$ cat src/rtl/mips_fetch_unit_if.sv
// Instruction block-RAM bus between the fetch unit and its memory.
//   imem_addr : word address driven by the fetch unit
//   imem_en   : read enable driven by the fetch unit
//   imem_dout : read data driven by the RAM, valid one cycle after an enabled read
interface mips_fetch_unit_if #(parameter int ADDR_WIDTH = 10);
  logic [ADDR_WIDTH-1:0] imem_addr;
  logic                  imem_en;
  logic [31:0]           imem_dout;

  modport master (output imem_addr, output imem_en, input imem_dout);
  modport slave  (input imem_addr, input imem_en, output imem_dout);
endinterface

$ cat src/rtl/mips_fetch_unit.sv
// MIPS instruction-fetch stage. Holds the PC, reads the instruction RAM
// (1-cycle latency), latches the IR and steps the PC sequentially or to the
// branch target once the control unit's registered Branch is valid.
// Ports:
//   CLK, Reset (async, active low)
//   Stall       : holds the unit in S_EXEC
//   Branch/Zero : branch control and ALU zero flag, sampled only in S_EXEC
//   imem        : instruction RAM bus (master side)
//   Instruction : IR; Opcode = IR[31:26]
//   PC, PCPlus4 : current byte address and PC+4
//   InstrValid  : one-cycle pulse while the freshly loaded IR is in S_DECODE
module mips_fetch_unit #(
  parameter int          ADDR_WIDTH = 10,
  parameter logic [31:0] RESET_PC   = 32'h0000_0000
) (
  input  logic                     CLK,
  input  logic                     Reset,
  input  logic                     Stall,
  input  logic                     Branch,
  input  logic                     Zero,
  mips_fetch_unit_if.master        imem,
  output logic [31:0]              Instruction,
  output logic [5:0]               Opcode,
  output logic [31:0]              PC,
  output logic [31:0]              PCPlus4,
  output logic                     InstrValid
);

  typedef enum logic [2:0] {
    S_IDLE   = 3'd0,
    S_FETCH  = 3'd1,
    S_WAIT   = 3'd2,
    S_DECODE = 3'd3,
    S_EXEC   = 3'd4
  } state_t;

  state_t      state_q, state_d;
  logic [31:0] pc_q, pc_d;
  logic [31:0] ir_q, ir_d;
  logic        vld_q, vld_d;
  logic [31:0] br_off;

  assign PCPlus4        = pc_q + 32'd4;
  // sign_extend(imm16) << 2
  assign br_off         = {{14{ir_q[15]}}, ir_q[15:0], 2'b00};
  // upper PC bits are dropped, so the RAM aliases across the address space
  assign imem.imem_addr = pc_q[ADDR_WIDTH+1:2];

  always_comb begin
    state_d      = state_q;
    pc_d         = pc_q;
    ir_d         = ir_q;
    vld_d        = 1'b0;
    imem.imem_en = 1'b0;
    case (state_q)
      S_IDLE:   state_d = S_FETCH;
      S_FETCH: begin
        imem.imem_en = 1'b1;
        state_d      = S_WAIT;
      end
      S_WAIT: begin
        // RAM data is valid now: capture it and flag it for the DECODE cycle
        ir_d    = imem.imem_dout;
        vld_d   = 1'b1;
        state_d = S_DECODE;
      end
      S_DECODE: state_d = S_EXEC;
      S_EXEC: begin
        if (!Stall) begin
          pc_d    = (Branch && Zero) ? PCPlus4 + br_off : PCPlus4;
          state_d = S_FETCH;
        end
      end
      default:  state_d = S_IDLE;
    endcase
  end

  always_ff @(posedge CLK or negedge Reset) begin
    if (!Reset) begin
      state_q <= S_IDLE;
      pc_q    <= RESET_PC;
      ir_q    <= 32'h0;
      vld_q   <= 1'b0;
    end else begin
      state_q <= state_d;
      pc_q    <= pc_d;
      ir_q    <= ir_d;
      vld_q   <= vld_d;
    end
  end

  assign PC          = pc_q;
  assign Instruction = ir_q;
  assign Opcode      = ir_q[31:26];
  assign InstrValid  = vld_q;

endmodule

$ cat src/flat_wrapper.sv
// flat-port wrapper written by rule: the top's interface ports become plain ports
module mips_fetch_unit_flat 
#(
  parameter int          ADDR_WIDTH = 10,
  parameter logic [31:0] RESET_PC   = 32'h0000_0000
)
  (CLK, Reset, Stall, Branch, Zero, Instruction, Opcode, PC, PCPlus4, InstrValid, imem_imem_addr, imem_imem_en, imem_imem_dout);
  mips_fetch_unit_if #(.ADDR_WIDTH(ADDR_WIDTH)) imem_i ();
  input  logic CLK;
  input  logic Reset;
  input  logic Stall;
  input  logic Branch;
  input  logic Zero;
  output logic [31:0] Instruction;
  output logic [5:0] Opcode;
  output logic [31:0] PC;
  output logic [31:0] PCPlus4;
  output logic InstrValid;
  output wire logic [$bits(imem_i.imem_addr)-1:0] imem_imem_addr;
  output wire logic [$bits(imem_i.imem_en)-1:0] imem_imem_en;
  input wire logic [$bits(imem_i.imem_dout)-1:0] imem_imem_dout;
  assign imem_imem_addr = imem_i.imem_addr;
  assign imem_imem_en = imem_i.imem_en;
  assign imem_i.imem_dout = imem_imem_dout;
  mips_fetch_unit #(.ADDR_WIDTH(ADDR_WIDTH), .RESET_PC(RESET_PC)) u_core (.CLK(CLK), .Reset(Reset), .Stall(Stall), .Branch(Branch), .Zero(Zero), .imem(imem_i), .Instruction(Instruction), .Opcode(Opcode), .PC(PC), .PCPlus4(PCPlus4), .InstrValid(InstrValid));
endmodule
$ cat config.mk
export PLATFORM = sky130hd
export DESIGN_NAME = mips_fetch_unit_flat
export DESIGN_NICKNAME = d
export VERILOG_FILES = /design/src/rtl/mips_fetch_unit_if.sv /design/src/rtl/mips_fetch_unit.sv /design/src/flat_wrapper.sv
export SDC_FILE = /design/constraint.sdc
export NUM_CORES = 1
export LEC_CHECK = 0
export ABC_AREA = 1
export BUFFER_PORTS_ARGS = -buffer_cell sky130_fd_sc_hd__buf_2
export CAP_MARGIN = 5
export CORE_MARGIN = 2
export CORE_UTILIZATION = 47
export CTS_CLUSTER_DIAMETER = 200
export CTS_CLUSTER_SIZE = 8
export DETAILED_ROUTE_END_ITERATION = 16
export PLACE_DENSITY_LB_ADDON = 0.1
export SLEW_MARGIN = 10
export SYNTH_ARGS = -nofsm -noshare
export SYNTH_HDL_FRONTEND = slang
export SYNTH_SLANG_ARGS = --single-unit
$ cat constraint.sdc
create_clock -name CLK -period 4.3 [get_ports CLK]
set_input_delay 0.43 -clock CLK [delete_from_list [all_inputs] [get_ports CLK]]
set_output_delay 0.43 -clock CLK [all_outputs]
set_load 0.05 [all_outputs]
==> run summary <==
The worst reg-to-reg path cell count is 16. STA classifies the critical path startpoint as a flop. The core region is approximately 0.013 mm². The number of top-level pins came out at between 150 and 200. Measured against its own limit, the worst slew margin works out to about 36%. The total detailed-routing wirelength came out at 19,200 µm.

The height of the chip is roughly 120 µm. The die covers ~0.014 mm². The critical path capture point type is a flop.

The global route total overflow came out at 0. The average footprint of a synthesized cell came out at around 6.0 µm². Of the cells placed in the final design, the portion with a size suffix greater than 1 is 17.4%. The arrival time of the worst setup path came out at 3.90 ns. After routing, the total negative slack on setup checks comes to 0 ns. The number of buffers inserted to repair setup after CTS is 0. The count of input and output buffers is 146. The timing-limited maximum frequency came out at 0.275 GHz. The clock skew is 0.00458 ns. The data required time of the critical path is around 4.6 ns. The dominant register cell in the synthesized netlist is dfrtp_1. For the worst-skew pair, the clock arrives at the later sink with an insertion delay of ~0.34 ns. The class of the tightest hold or removal check is primary input to asynchronous set/reset pin. After synthesis, the largest family of logic cells by area is simple AND/OR/NAND/NOR gates. The overall global routing resource usage is 27.9%. The tree is rooted in a clkbuf_16. The first TritonRoute pass finished after 5 iterations. Setup repair after global routing left no endpoint under its margin. The number of rows created at floorplan is 42. The number of DRC markers after the initial detailed-route iteration came out at 642. The total via count after detailed routing came out at 6,667.

The number of clock sinks came out at 66. The wire length of the first global-routing pass is ~31,000 µm. The CTS clock-pin slew for the worst setup and hold paths is 0.06 ns. The pin count of the biggest net entering global routing came out at 67. The endpoint identified for the worst register-to-register timing path is u_core.PC[26]. The sequential cells in the finished layout cover a total of 0.00165 mm². The launching element of the worst setup path is u_core.PC[2]. The setup slack of the most critical reg-to-reg path is 0.67 ns. The diode insertion count for antenna repair is 0. The max-cap check violation count came out at 0. The initial core utilization came out at 47.7%. The final number of max-transition violations is 0. The final cycle utilization of the critical path is 84.5%. The basic-gate share of the synthesized area counting and, or, nand and nor cells is 42.3%. The number of nets with antenna violations after detailed routing is 0. Leaving out fill and tap cells, the most frequent cells in the layout are 426 x nand2_1, 157 x inv_1, 146 x buf_2. The critical-path maximum fanout came out at 5.

The average routed wire per standard cell came out at 14.3 µm. The layout has approximately 1,400 filler cells. The most critical setup path has its endpoint at u_core.PC[26]. The fraction of synthesis flops using an asynchronous set or reset pin is 100%. By startpoint and endpoint, the worst setup path is classified as flop to flop.

The H-tree level count is 3. The sequential area share after synthesis is 26.5%. The count of nets after finishing came out at 1,235. The number of antenna violations at the first check in global routing is 0. The buffer levels on the longest clock path came out at 2.

The number of clock buffers added by TritonCTS is 9. The number of instances resized during post-cts repair is 0. The hold buffer count at CTS came out at 0. The final-report hold violation count came out at 0. The flow ran to the end, and the final reports show no timing, DRC or antenna violations. In this run, synthesis inferred 0 flip-flops with an integrated enable. The synthesized netlist occupies a cell area of 0.00624 mm². The instance count of the mapped netlist came out at 1,032. The detailed placer's ending HPWL is 15,200 µm. The synthesis-to-layout area growth is 17.3%. The time the final worst path needs with I/O delays and setup came out at 3.63 ns. The actual slew at the worst max-slew pin is 0.961 ns. The library cell used most frequently in the layout, excluding fill and tap cells, is nand2_1. Setup violations remaining at the end of the flow were counted as 0. The post-synthesis sequential element count is 66. In the routed design, unresolved DRC markers number 0. The mean number of vias per cell is 4.97.

The startpoint identified for the worst register-to-register timing path is u_core.PC[2]. The horizontal extent of the die is 119 µm. Routability-driven placement finished with a final weighted congestion of 0.928. The synthesized netlist devotes 7.40% of its cell area to compound gates. The number of global-route vias before repair is a little over 6,000. The multiplexer share of the synthesized area is 0%. The total of warnings raised by yosys came out at 0. The CTS tree is built. The xor and xnor area share after synthesis came out at under 10%. The area occupied by multi-input gates came out at 0.00374 mm². The adder and majority gate portion of the synthesized area came out at 7.54%. In this run, distinct cell masters in the synthesized netlist total 43.
==> cell usage after synthesis (8+ instances only) <==
library cell  number  share of area (%)
nand2_1          426                 26
inv_1            157                9.5
nor2_1            79                4.8
dfrtp_1           66                 26
nand3_1           65                5.2
ha_1              36                7.2
a21oi_1           33                2.6
o21ai_0           30                2.4
buf_4             21                2.5
xor2_1            17                2.4
clkbuf_1          11               0.66
nor3_1            11               0.88
inv_2              8               0.48
==> cells by family (layout without fill, tap and decap cells) <==
group                    after synthesis  after routing
flip-flops                            66             66
buffers and inverters                202            333
adder cells (fa/ha/maj)               37             37
AND/OR/NAND/NOR                      624            624
XOR/XNOR                              18             18
AO/OA/AOI/OAI                         84             84
other                                  1              4
==> through the flow <==
stage               utilization (%)  instances  hold slack (ns)  area (µm²)  worst slack (ns)
floorplan                         -       1035            0.134        6250             0.596
global placement               53.6       1326            0.455        7010             0.831
detailed placement             53.6       1326            0.456        7010             0.770
CTS                            55.9       1342            0.272        7310             0.745
global route                   55.9       1342            0.287        7310             0.402
finish                         55.9       1342            0.279        7310             0.665
==> area by class of cell <==
cell class | count | area share, %
inverters | 165 | 8.47
repair buffers | 152 | 10.6
multi-input cells | 767 | 51.2
clock buffers | 9 | 3.08
well taps | 176 | 3.01
flip-flops and latches | 66 | 22.6
clock inverters | 7 | 1.04
==> per-layer routing <==
layer	GRT usage (%)	vias up	part of all wire, %
li1	-	3409	-
met1	39.9	3001	47
met3	5.56	22	8.0
met2	43.0	235	43
met4	7.37	0	1.5
met5	0	-	0
==> worst max-delay path: stages (launching register included) <==
cell and delay, ns:
dfrtp_1 0.41, ha_1 0.25, nand2_1 0.09, nor2_1 0.28, inv_1 0.13, nor2_1 0.31, xor2_1 0.36, inv_1 0.12
ha_1 0.39, nand2_1 0.07, inv_1 0.10, nand2_1 0.16, nor3_1 0.30, nand3_1 0.15, nand4_1 0.11, nand3_1 0.16
a21boi_1 0.17
==> registers in the layout, indices dropped and copies added (netlist names) <==
signal,cells
u_core.InstrValid,1
u_core.Instruction,32
u_core.PC,30
u_core.state_q,3
==> worst min-delay path by stage <==
stage | start | endpoint | slack, ns | cells past startpoint
after floorplan | Reset | u_core.InstrValid | 0.13 | 0
after global placement | u_core.Instruction[25] | u_core.Instruction[25] | 0.46 | 2
after detailed placement | u_core.Instruction[17] | u_core.Instruction[17] | 0.46 | 2
after CTS | imem_imem_dout[20] | u_core.Instruction[20] | 0.27 | 3
after global routing | imem_imem_dout[30] | u_core.Instruction[30] | 0.29 | 3
final | Reset | u_core.Instruction[17] | 0.28 | 2
Power is not shown: default switching activity piles up to over one toggle a cycle in this logic, so the estimate is an artifact.
